--- src/rtl/shift_sched.sv ---
// shift_sched: two-requester round-robin scheduler feeding a multi-pass logical-right shifter.
// Each pass shifts by at most MAXSTEP; the result is held until the consumer takes it.
module shift_sched #(
    parameter int WIDTH   = 16,
    parameter int MAXSTEP = 7
) (
    input  logic             clk,
    input  logic             rst,
    input  logic             req0_valid,
    input  logic             req1_valid,
    output logic             req0_ready,
    output logic             req1_ready,
    input  logic [WIDTH-1:0] req0_data,
    input  logic [WIDTH-1:0] req1_data,
    input  logic [3:0]       req0_count,
    input  logic [3:0]       req1_count,
    output logic             out_valid,
    input  logic             out_ready,
    output logic [WIDTH-1:0] out_data,
    output logic             out_id,
    output logic [7:0]       done_cnt
);
    typedef enum logic [1:0] {IDLE, SHIFT, DONE} state_t;
    state_t state, state_nx;
    logic ptr, id_r, gnt0, gnt1, accept, last;
    logic [WIDTH-1:0] data_r, shifted;
    logic [3:0] rem;
    logic [2:0] step;
    always_comb begin
        gnt0       = req0_valid && (!req1_valid || !ptr);
        gnt1       = req1_valid && (!req0_valid || ptr);
        req0_ready = state == IDLE && !rst && gnt0;
        req1_ready = state == IDLE && !rst && gnt1;
        accept     = req0_ready || req1_ready;
        last       = rem <= 4'(MAXSTEP);
        step       = last ? rem[2:0] : 3'(MAXSTEP);
        shifted    = data_r >> step;
        out_valid  = state == DONE;
        state_nx   = state;
        if (state == IDLE && accept)
            state_nx = SHIFT;
        else if (state == SHIFT && last)
            state_nx = DONE;
        else if (state == DONE && out_ready)
            state_nx = IDLE;
    end
    always_ff @(posedge clk) begin
        if (rst) begin
            state    <= IDLE;
            ptr      <= 1'b0;
            id_r     <= 1'b0;
            data_r   <= '0;
            rem      <= '0;
            out_data <= '0;
            out_id   <= 1'b0;
            done_cnt <= '0;
        end else begin
            state <= state_nx;
            if (accept) begin
                data_r <= gnt0 ? req0_data : req1_data;
                rem    <= gnt0 ? req0_count : req1_count;
                id_r   <= gnt1;
                ptr    <= gnt0;
            end
            if (state == SHIFT) begin
                data_r <= shifted;
                rem    <= rem - {1'b0, step};
                // Result register only changes on the final pass, so it holds across the next job.
                if (last) begin
                    out_data <= shifted;
                    out_id   <= id_r;
                end
            end
            if (out_valid && out_ready)
                done_cnt <= done_cnt + 8'd1;
        end
    end
endmodule

--- config.mk ---
export PLATFORM = sky130hd
export DESIGN_NAME = shift_sched
export DESIGN_NICKNAME = d
export VERILOG_FILES = /design/src/rtl/shift_sched.sv
export SDC_FILE = /design/constraint.sdc
export NUM_CORES = 1
export LEC_CHECK = 0
export ABC_AREA = 1
export BUFFER_PORTS_ARGS = -buffer_cell sky130_fd_sc_hd__clkbuf_2
export CAP_MARGIN = 30
export CORE_UTILIZATION = 40
export CTS_CLUSTER_SIZE = 16
export DETAILED_ROUTE_END_ITERATION = 10
export PLACE_DENSITY = 0.73
export SLEW_MARGIN = 0
export SYNTH_ARGS = -nofsm -noshare
export SYNTH_HDL_FRONTEND = slang
export SYNTH_SLANG_ARGS = --single-unit
--- constraint.sdc ---
create_clock -name clk -period 2.1 [get_ports clk]
set_input_delay 0.315 -clock clk [delete_from_list [all_inputs] [get_ports clk]]
set_output_delay 0.315 -clock clk [all_outputs]
set_load 0.01 [all_outputs]
After elaboration in Yosys (flattened, before gate mapping) --
Index checks and enable logic that the tools add are counted.
Storage, ports and cells: register bits after elaboration 49, input bits 45
Operators by class: add/sub/neg operators 2, magnitude comparators 1, eq/ne operators 2, shift operators 1, muxes and demuxes 10, reduce and logical (&&, ||, !) cells 21
Operator list (number):
- 16-bit 2-to-1 mux | 3
- 16-bit by 3-bit right shift with 16-bit output | 1
- 4-bit 2-to-1 mux | 3
- 8-bit by 1-bit adder with 8-bit output (second input constant) | 1
- 1-bit logical AND | 8
- 4-bit by 3-bit <= comparator with 1-bit output (second input constant) | 1
- 1-bit zero test | 4
- 2-bit 2-to-1 mux | 2
- 2-bit nonzero test | 2
- 4-bit by 3-bit subtractor with 4-bit output | 1
- 1-bit logical OR | 3
- 3-bit 2-to-1 mux | 1
- 3-bit nonzero test | 1
- 2-bit by 1-bit == test with 1-bit output (second input constant) | 1
- 2-bit == test (second input constant) | 1
- 2-bit zero test | 1
- 2-bit AND reduction | 1
- 2-bit OR reduction | 1
- 1-bit 2-to-1 mux | 1

Longest topological paths before layout --
Gate-level depths: netlist of the first run.
word-level depth 7, gate-level depth with buffers 12, gate-level depth less buffers 10

Worst setup path after synthesis of the first run --
No wires, ideal clock.
kind input to register, start point input port rst, end point register data_r[10], arrival 1210 ps, setup slack 773 ps, cell stages on the path 10, cells stage by stage buf_2 > inv_4 > nand3_2 > inv_2 > nand2_2 > nand3_4 > buf_6 > o21ai_1 > a21oi_1 > nor2_1
Between the ends: cells in the longest elaborated chain, start to end 5, elaborated cells on any way between the ends 6, those cells by class 6 x reduce/logical
Ends and longest elaborated chain:
- start, declared | RTL line 8 | input logic rst,
- 1-bit zero test | RTL line 32, 33
- 1-bit logical AND | RTL line 32, 33
- 1-bit logical AND, on equally long branches | RTL line 32, 33
- 1-bit logical OR | RTL line 34 | accept = req0_ready || req1_ready;
- 2-bit nonzero test (no line)
- end signal, assigned | RTL line 60 | data_r <= gnt0 ? req0_data : req1_data;
- end signal, assigned | RTL line 66 | data_r <= shifted;
- end, declared | RTL line 26 | logic [WIDTH-1:0] data_r, shifted;
Several ways; a longest one is shown, not always the timed one. A chain may end at the register's enable or synchronous reset.

Worst setup path in the final report of the first run --
start point register state[0], end point register data_r[15]
Between the ends: cells in the longest elaborated chain, start to end 5, elaborated cells on any way between the ends 8, those cells by class 1 x eq/ne; 1 x mux; 6 x reduce/logical
Ends and longest elaborated chain:
- start, declared | RTL line 24 | state_t state, state_nx;
- start signal, assigned | RTL line 58 | state <= state_nx;
- 2-bit zero test | RTL line 32, 33
- 1-bit logical AND | RTL line 32, 33
- 1-bit logical AND, on equally long branches | RTL line 32, 33
- 1-bit logical OR | RTL line 34
- 2-bit nonzero test (no line)
Several ways; a longest one is shown, not always the timed one.

==> results.md, run 1 <==
- Status: completed
- Hpwl dp: around 6000 um
- Die area: roughly 7900 um^2
- Vias/cell: 4.99
- Arr. time, crit path: approximately 2.1 ns
- Post-Synth Adder-Cell Area: 0.00831
- Worst Hold Path Cells: 3
- Top delay family on crit path: simple AND/OR/NAND/NOR gates
- Reg2Reg Setup Slack: roughly 0.24 ns
- Clk Latency, worst-skew pair: roughly 0.31 ns
- Type of the most critical hold path: in -> reg
- Final Non-Filler Cells: 646
- # resized after CTS: 0
- Post-route setup slack: around 0.24 ns
- Placed inst area: approximately 3400 um^2
- Critical path's slowest cell: dfxtp_1
- Critical path's largest stage delay: 0.36 ns
- Seq/Total Area, Yosys: 0.326
- Post-synthesis cell area: ~3000 um^2
- Hold Crit Start: out_ready
- Number of buffers and inverters on the critical path: 1
- DRT iter0 DRCs: about 230
- Area Growth Syn to Fin: 16.5%
- Die height: ~89 um
- Critical path depth: 8
- Minimum clock period: 1.86 ns
- CTS clock-pin slew for the worst setup and hold paths: 0.10 ns
- # placed instances: ~640
- Lkg Pwr: 1.79 nW
- TritonCTS clock tree: yes
- Peak VDD IR: approximately 0.32 mV
- Synth Area in Compound Gates: 0.187
- Clk sinks: 49
- Post-CTS Setup Bufs: 0
- Multiplexer area fraction after synthesis: 0
- Drt pass-1 iters: 5
- Max_cap viols: 0
- Slew margin rel.: 0.694
- Rows: 31
- Final Core Density: 0.484
- Root Buffer: clkbuf_8
- DR DRC count: 0
- Finish-stage setup viols: 0
- Mean area per synthesized cell: slightly above 6 um^2
- Setup TNS: 0 ns
- I/O Pins: 73
- Xor and xnor area share after synthesis: 0.00291
- Nets: just under 600
- #FFs+latches synth: a little under 50
- Share of layout cells above drive strength 1: 0.207
- Most common cell on crit path: nor2_1
- Reg2reg path depth: 8
- Clock buffer depth: 2
- Final WL: 8130 um
- Multi-input gate area: approximately 1700 um^2
- H-tree depth: 2
- Worst setup EP type: flip-flop
- Vias in the first global route: ~2900
- Top FF cell, synth: dfxtp_1
- Yosys warning total: 0
- Critical path fanouts, max: 14
- Register area: 981 um^2
- Total GRT Usage: 0.223
- Syn Inst Count: between 400 and 500
- Highest clock rate: 0.536 GHz
- Worst-margin pin slew: roughly 0.46 ns
- Initial antenna violation count: 0
- Starting Density: 0.415
- Post-synth EDFFs: 0
- Clock skew: between 0.008 and 0.009 ns
- # hold bufs at CTS: 0
- Fin. max-slew vios: 0
- DP Worst Slack: between 0.3 and 0.4 ns
- Vias: 3226
- Crit Reg-Reg Endpoint: data_r[15]$_SDFFE_PP0P_
- Final hold violation count: 0
- Critical path launch point type: flip-flop
- First-pass GRT wire length: approximately 14000 um
- Yosys cell types: 31
- RSZ-0062 raised after global routing: no
- GPL Wtd Cong: slightly below 0.9
- Grt total ovfl: 0
- Pwr Density: 842 nW/um^2
- Worst hold endpoint: done_cnt[1]$_SDFFE_PP0P_
- CP Class: reg -> reg
- Post-synthesis simple-gate area fraction: 0.352
- PortBufs: 72
- Post-synth ARST share: 0
- CTS buffer count: 5
- Wire per inst: between 10 and 15 um
- Final Cell Area: 3510 um^2
- Req. time, crit path: 2.36 ns
- N_diodes: 0
- Part of the cycle the worst path needs: 0.888
- Post-route ant nets: 0
- Core region area: approximately 7300 um^2
- Layout fillers: around 800
- RR Startpoint: state[0]$_SDFFE_PP0P_
- Cell Chain, Critical Path: inv_2 > nor2_4 > nand2_2 > nor2_1 > nand4_1 > o21ai_0 > nor2_1 > nor2_1
- Largest net degree at the start of global routing: 35
- Largest family of logic cells by synthesized area: simple AND/OR/NAND/NOR gates
- Syn Nets: 530
- Die W: slightly below 90 um
-- logic make-up after synthesis --
group | after synthesis
AO/OA/AOI/OAI | 104
XOR/XNOR | 1
adder cells (fa/ha/maj) | 2
buffers and inverters | 87
flip-flops | 49
AND/OR/NAND/NOR | 240
-- layout by cell type (no fill, tap or decap) --
| cell | synthesis | routed |
|---|---|---|
| nand2_1 | 128 | 128 |
| clkbuf_2 | 0 | 72 |
| o21ai_0 | 58 | 58 |
| inv_1 | 55 | 55 |
| nand3_1 | 52 | 52 |
| dfxtp_1 | 49 | 49 |
| nor2_1 | 42 | 42 |
| a21oi_1 | 28 | 28 |
| inv_2 | 9 | 9 |
| nand2_2 | 6 | 6 |
| buf_4 | 4 | 6 |
| o21bai_1 | 5 | 5 |
| clkbuf_8 | 0 | 5 |
| o211ai_1 | 3 | 3 |
| o21a_1 | 3 | 3 |
| a21o_1 | 3 | 3 |
| nand3_2 | 2 | 2 |
| nor3_2 | 2 | 2 |
| nor2_4 | 2 | 2 |
| o21ai_1 | 2 | 2 |
| nand4_1 | 2 | 2 |
| or2_2 | 2 | 2 |
| ha_1 | 2 | 2 |
| clkinvlp_4 | 0 | 2 |
| inv_4 | 1 | 1 |
| xor2_1 | 1 | 1 |
| nor2_8 | 1 | 1 |
| a21oi_2 | 1 | 1 |
| nand3_4 | 1 | 1 |
| o31ai_1 | 1 | 1 |
| inv_8 | 0 | 1 |
-- sequential cells by signal, summed over array words and instances (netlist names) --
name and flops:
data_r 16, out_data 16, done_cnt 8, rem 4
state 2, id_r 1, out_id 1, ptr 1
-- final cells by class --
| cell class | instances | area share |
|---|---|---|
| multi-input cells | 347 | 0.472 |
| flip-flops and latches | 49 | 0.280 |
| repair buffers | 78 | 0.116 |
| inverters | 65 | 0.0703 |
| well taps | 99 | 0.0353 |
| clock buffers | 5 | 0.0196 |
| clock inverters | 3 | 0.00749 |
-- per-layer routing --
| layer | track usage | wire (um) | share of wire |
|---|---|---|---|
| met1 | 0.295 | 3660 | 0.45 |
| met2 | 0.371 | 3910 | 0.48 |
| met3 | 0.0336 | 385 | 0.047 |
| met4 | 0.0748 | 171 | 0.021 |
| met5 | 0 | 0 | 0 |
-- synthesized netlist by cell type, types with 4 or more instances --
master    count  area [um^2]
nand2_1     128          480
o21ai_0      58          290
inv_1        55          206
nand3_1      52          260
dfxtp_1      49          981
nor2_1       42          158
a21oi_1      28          140
inv_2         9         33.8
clkbuf_1      7         26.3
buf_2         6         30.0
nand2_2       6         37.5
o21bai_1      5         37.5
buf_4         4         30.0
-- worst max path at each step --
| stage | from | to | slack, ns |
|---|---|---|---|
| finish | state[0]$_SDFFE_PP0P_ | data_r[15]$_SDFFE_PP0P_ | 0.24 |
| detailed placement | state[0]$_SDFFE_PP0P_ | data_r[15]$_SDFFE_PP0P_ | 0.32 |
| floorplan | rst | data_r[10]$_SDFFE_PP0P_ | 0.77 |
| global placement | state[0]$_SDFFE_PP0P_ | data_r[15]$_SDFFE_PP0P_ | 0.32 |
| CTS | state[0]$_SDFFE_PP0P_ | data_r[15]$_SDFFE_PP0P_ | 0.28 |
| global route | state[0]$_SDFFE_PP0P_ | data_r[15]$_SDFFE_PP0P_ | 0.07 |
-- power breakdown --
group          switching, mW  internal, mW  total [mW]
clock network          0.357         0.243       0.599
registers              0.105          1.06        1.16
logic                  0.785         0.407        1.19
total                   1.25          1.71        2.95
-- through the flow --
step / hold WS [ns] / power [mW]
2_1_floorplan: 0.440 / 2.07
3_3_place_gp: 0.455 / 2.35
3_5_place_dp: 0.459 / 2.36
4_1_cts: 0.269 / 2.96
5_1_grt: 0.290 / 3.20
6_report: 0.267 / 2.95
-- worst register-to-register path: stages (launching register included) --
cell,delay (ns)
dfxtp_1,0.36
inv_2,0.08
nor2_4,0.33
nand2_2,0.29
nor2_1,0.30
nand4_1,0.20
o21ai_0,0.12
nor2_1,0.05
nor2_1,0.08
(Power assumes the default switching activity.)
==> run 2, diff against run 1 <==
- ABC_AREA: 1 -> unset
- CORE_UTILIZATION: 40 -> 45
- PLACE_DENSITY: 0.73 -> 0.79
==> run 2 against run 1 <==
  * Highest routed layer unchanged
  * Critical endpoint is now data_r[12]$_SDFFE_PP0P_
  * Clock power is 19% higher
  * Count of clock-buffer cells in the layout stayed put
  * Critical path depth is 4 lower
  * Sequential share of layout area is 0.44 points lower
  * Clock skew is 0.0027 ns higher
  * Critical path type unchanged
  * Synthesized cell count is 26% lower
==> results.md, run 2 <==
- Total GRT Usage: 0.236
- Highest clock rate: 0.553 GHz
- Wire per inst: roughly 16 um
- Die height: roughly 84 um
- Req. time, crit path: roughly 2.3 ns
- Synth top area share: 0.328
- CTS buffer count: 5
- Max_cap viols: 0
- Post-CTS Setup Bufs: 0
- Root Buffer: clkbuf_8
- Worst Hold Path Cells: 2
- Peak VDD IR: around 0.44 mV
- Pwr Density: approximately 720 nW/um^2
- Final Non-Filler Cells: 502
- Status: completed
- Drt pass-1 iters: 5
- Setup TNS: 0 ns
- Post-synth ARST share: 0
- Seq pwr share: 0.433
- Met3 Use GR: 0.0346
- GPL Wtd Cong: slightly above 0.9
- Busiest grt layer: met2
- Post-synthesis cell area: between 2000 and 3000 um^2
- # resized after CTS: 0
- Critical path's slowest cell: dfxtp_1
- Post-synth EDFFs: 0
- Initial antenna violation count: 0
- Syn Nets: ~400
- Cell Chain, Critical Path: inv_1 > mux4_2 > nand3_1 > a221oi_1
- # hold bufs at CTS: 0
- Post-route setup slack: approximately 0.29 ns
- # placed instances: approximately 490
- Critical path depth: 4
- Vias/cell: 6.00
- CTS clock-pin slew for the worst setup and hold paths: approximately 0.1 ns
- Clk Latency, worst-skew pair: roughly 0.32 ns
- Minimum clock period: 1.81 ns
- Mean area per synthesized cell: roughly 8.4 um^2
- Rows: 29
- Syn Inst Count: 356
- Clock power frac: 0.280
- Worst setup EP type: flip-flop
- GRT met1 Usage: 0.309
- Die area: between 6000 and 7000 um^2
- DR DRC count: 0
- N_diodes: 0
- Clk sinks: 49
- Synth top cells by count: dfxtp_1, a21oi_1, mux2i_1
- TritonCTS clock tree: yes
- #FFs+latches synth: 49
- Layout fillers: 593
- Critical path launch point type: flip-flop
- Die W: between 80 and 90 um
- Top Registers: data_r (16), out_data (16), done_cnt (8)
- Met2 Use GR: 0.404
- RSZ-0062 raised after global routing: no
- Seq/Total Area, Yosys: 0.328
- Yosys cell types: 48
- Reg2reg path depth: 4
- DP Worst Slack: 0.332 ns
- Part of the cycle the worst path needs: 0.862
- Critical path's largest stage delay: ~0.74 ns
- Fin. max-slew vios: 0
- Largest net degree at the start of global routing: 50
- Vias in the first global route: approximately 2700
- Comb power frac: 0.287
- I/O Pins: between 70 and 80
- Critical path fanouts, max: 16
- Net Sw Frac: 0.333
- First-pass GRT wire length: ~13000 um
- PortBufs: 72
- Type of the most critical hold path: in -> reg
- Clock skew: around 0.012 ns
- Share of layout cells above drive strength 1: 0.280
- H-tree depth: 2
- Sw power: 0.850 mW
- Hpwl dp: approximately 5900 um
- Area Growth Syn to Fin: 19.2%
- Top delay family on crit path: flip-flops
- Worst-margin pin slew: 0.637 ns
- Finish-stage setup viols: 0
- Lkg Pwr: between 1 and 1.5 nW
- Final Power: roughly 2.6 mW
- Slew margin rel.: 0.575
- Int Pwr: ~1.7 mW
- Most frequent cells in the layout: clkbuf_2, dfxtp_1, a21oi_1, mux2i_1, nand2_1
- Yosys warning total: 0
- Clock buffer depth: 2
- Core region area: around 6400 um^2
- Top FF cell, synth: dfxtp_1
- DRT iter0 DRCs: around 250
- Fin Hold WS: about 0.25 ns
- Arr. time, crit path: 2.04 ns
- Post-synth top area cell: dfxtp_1
- Starting Density: 0.468
- Final hold violation count: 0
- Final WL: ~8000 um
- Synth top area cells: dfxtp_1, mux2i_1, a21oi_1
- Most numerous cell in the Yosys netlist: dfxtp_1
- Grt total ovfl: 0
- CP Class: reg -> reg
- Number of buffers and inverters on the critical path: 1
- Post-route ant nets: 0
- Most common cell after layout, fill and taps aside: clkbuf_2
- Vias: ~3000
- Nets: 471
[run 2: path summary, 6_finish.rpt]
kind                                   end  slack (ns)                startpoint
hold reg to reg   out_data[4]$_SDFFE_PP0P_        0.46  out_data[4]$_SDFFE_PP0P_
setup / recovery   data_r[12]$_SDFFE_PP0P_        0.29       rem[1]$_SDFFE_PP0P_
hold / removal            ptr$_SDFFE_PP0P_        0.25                req1_valid
setup reg to reg   data_r[12]$_SDFFE_PP0P_        0.29       rem[1]$_SDFFE_PP0P_
[run 2: worst register-to-register path, delay by kind of cell (launching register included)]
kind | cells | cell delay, ns
flip-flops | 1 | 0.74
buffers and inverters | 1 | 0.21
AO/OA/AOI/OAI | 1 | 0.26
multiplexers | 1 | 0.38
AND/OR/NAND/NOR | 1 | 0.13
[run 2: logic make-up (layout without fill, tap and decap cells)]
group                      count (synthesis)  after routing  share of synthesized area
and+or+nand+nor                          118            118                      0.214
AOI/OAI and AO/OA                         97             97                      0.209
DFF                                       49             49                      0.328
muxes                                     46             46                      0.163
buffers and inverters                     37            106                     0.0573
xor gates and xnor gates                   7              7                     0.0205
adders and majority gates                  2              2                    0.00837
[run 2: stage by stage]
| step | instance area, um^2 | utilization |
|---|---|---|
| 5_1_grt | 3560 | 0.558 |
| 2_1_floorplan | 2990 | - |
| 6_report | 3560 | 0.558 |
| 3_3_place_gp | 3450 | 0.540 |
| 3_5_place_dp | 3450 | 0.540 |
| 4_1_cts | 3560 | 0.558 |
[run 2: area by class of cell]
cell class	instances	area [um^2]	share of cell area
multi-input cells	270	1840	0.517
flip-flops and latches	49	981	0.275
repair buffers	91	503	0.141
well taps	77	96.3	0.0270
clock buffers	5	68.8	0.0193
clock inverters	3	47.5	0.0133
inverters	7	26.3	0.00737
[run 2: power groups by stage]
stage | logic [mW] | clock network, mW | registers [mW]
floorplan | 0.527 | 0 | 1.09
global placement | 0.714 | 0 | 1.12
detailed placement | 0.721 | 0 | 1.12
CTS | 0.726 | 0.720 | 1.10
global route | 0.809 | 0.758 | 1.12
finish | 0.734 | 0.715 | 1.10
[run 2: per-layer routing]
layer / wire, um / share of wire
met5: 0 / 0
met1: 3640 / 0.45
met2: 3810 / 0.48
met4: 127 / 0.016
met3: 431 / 0.054
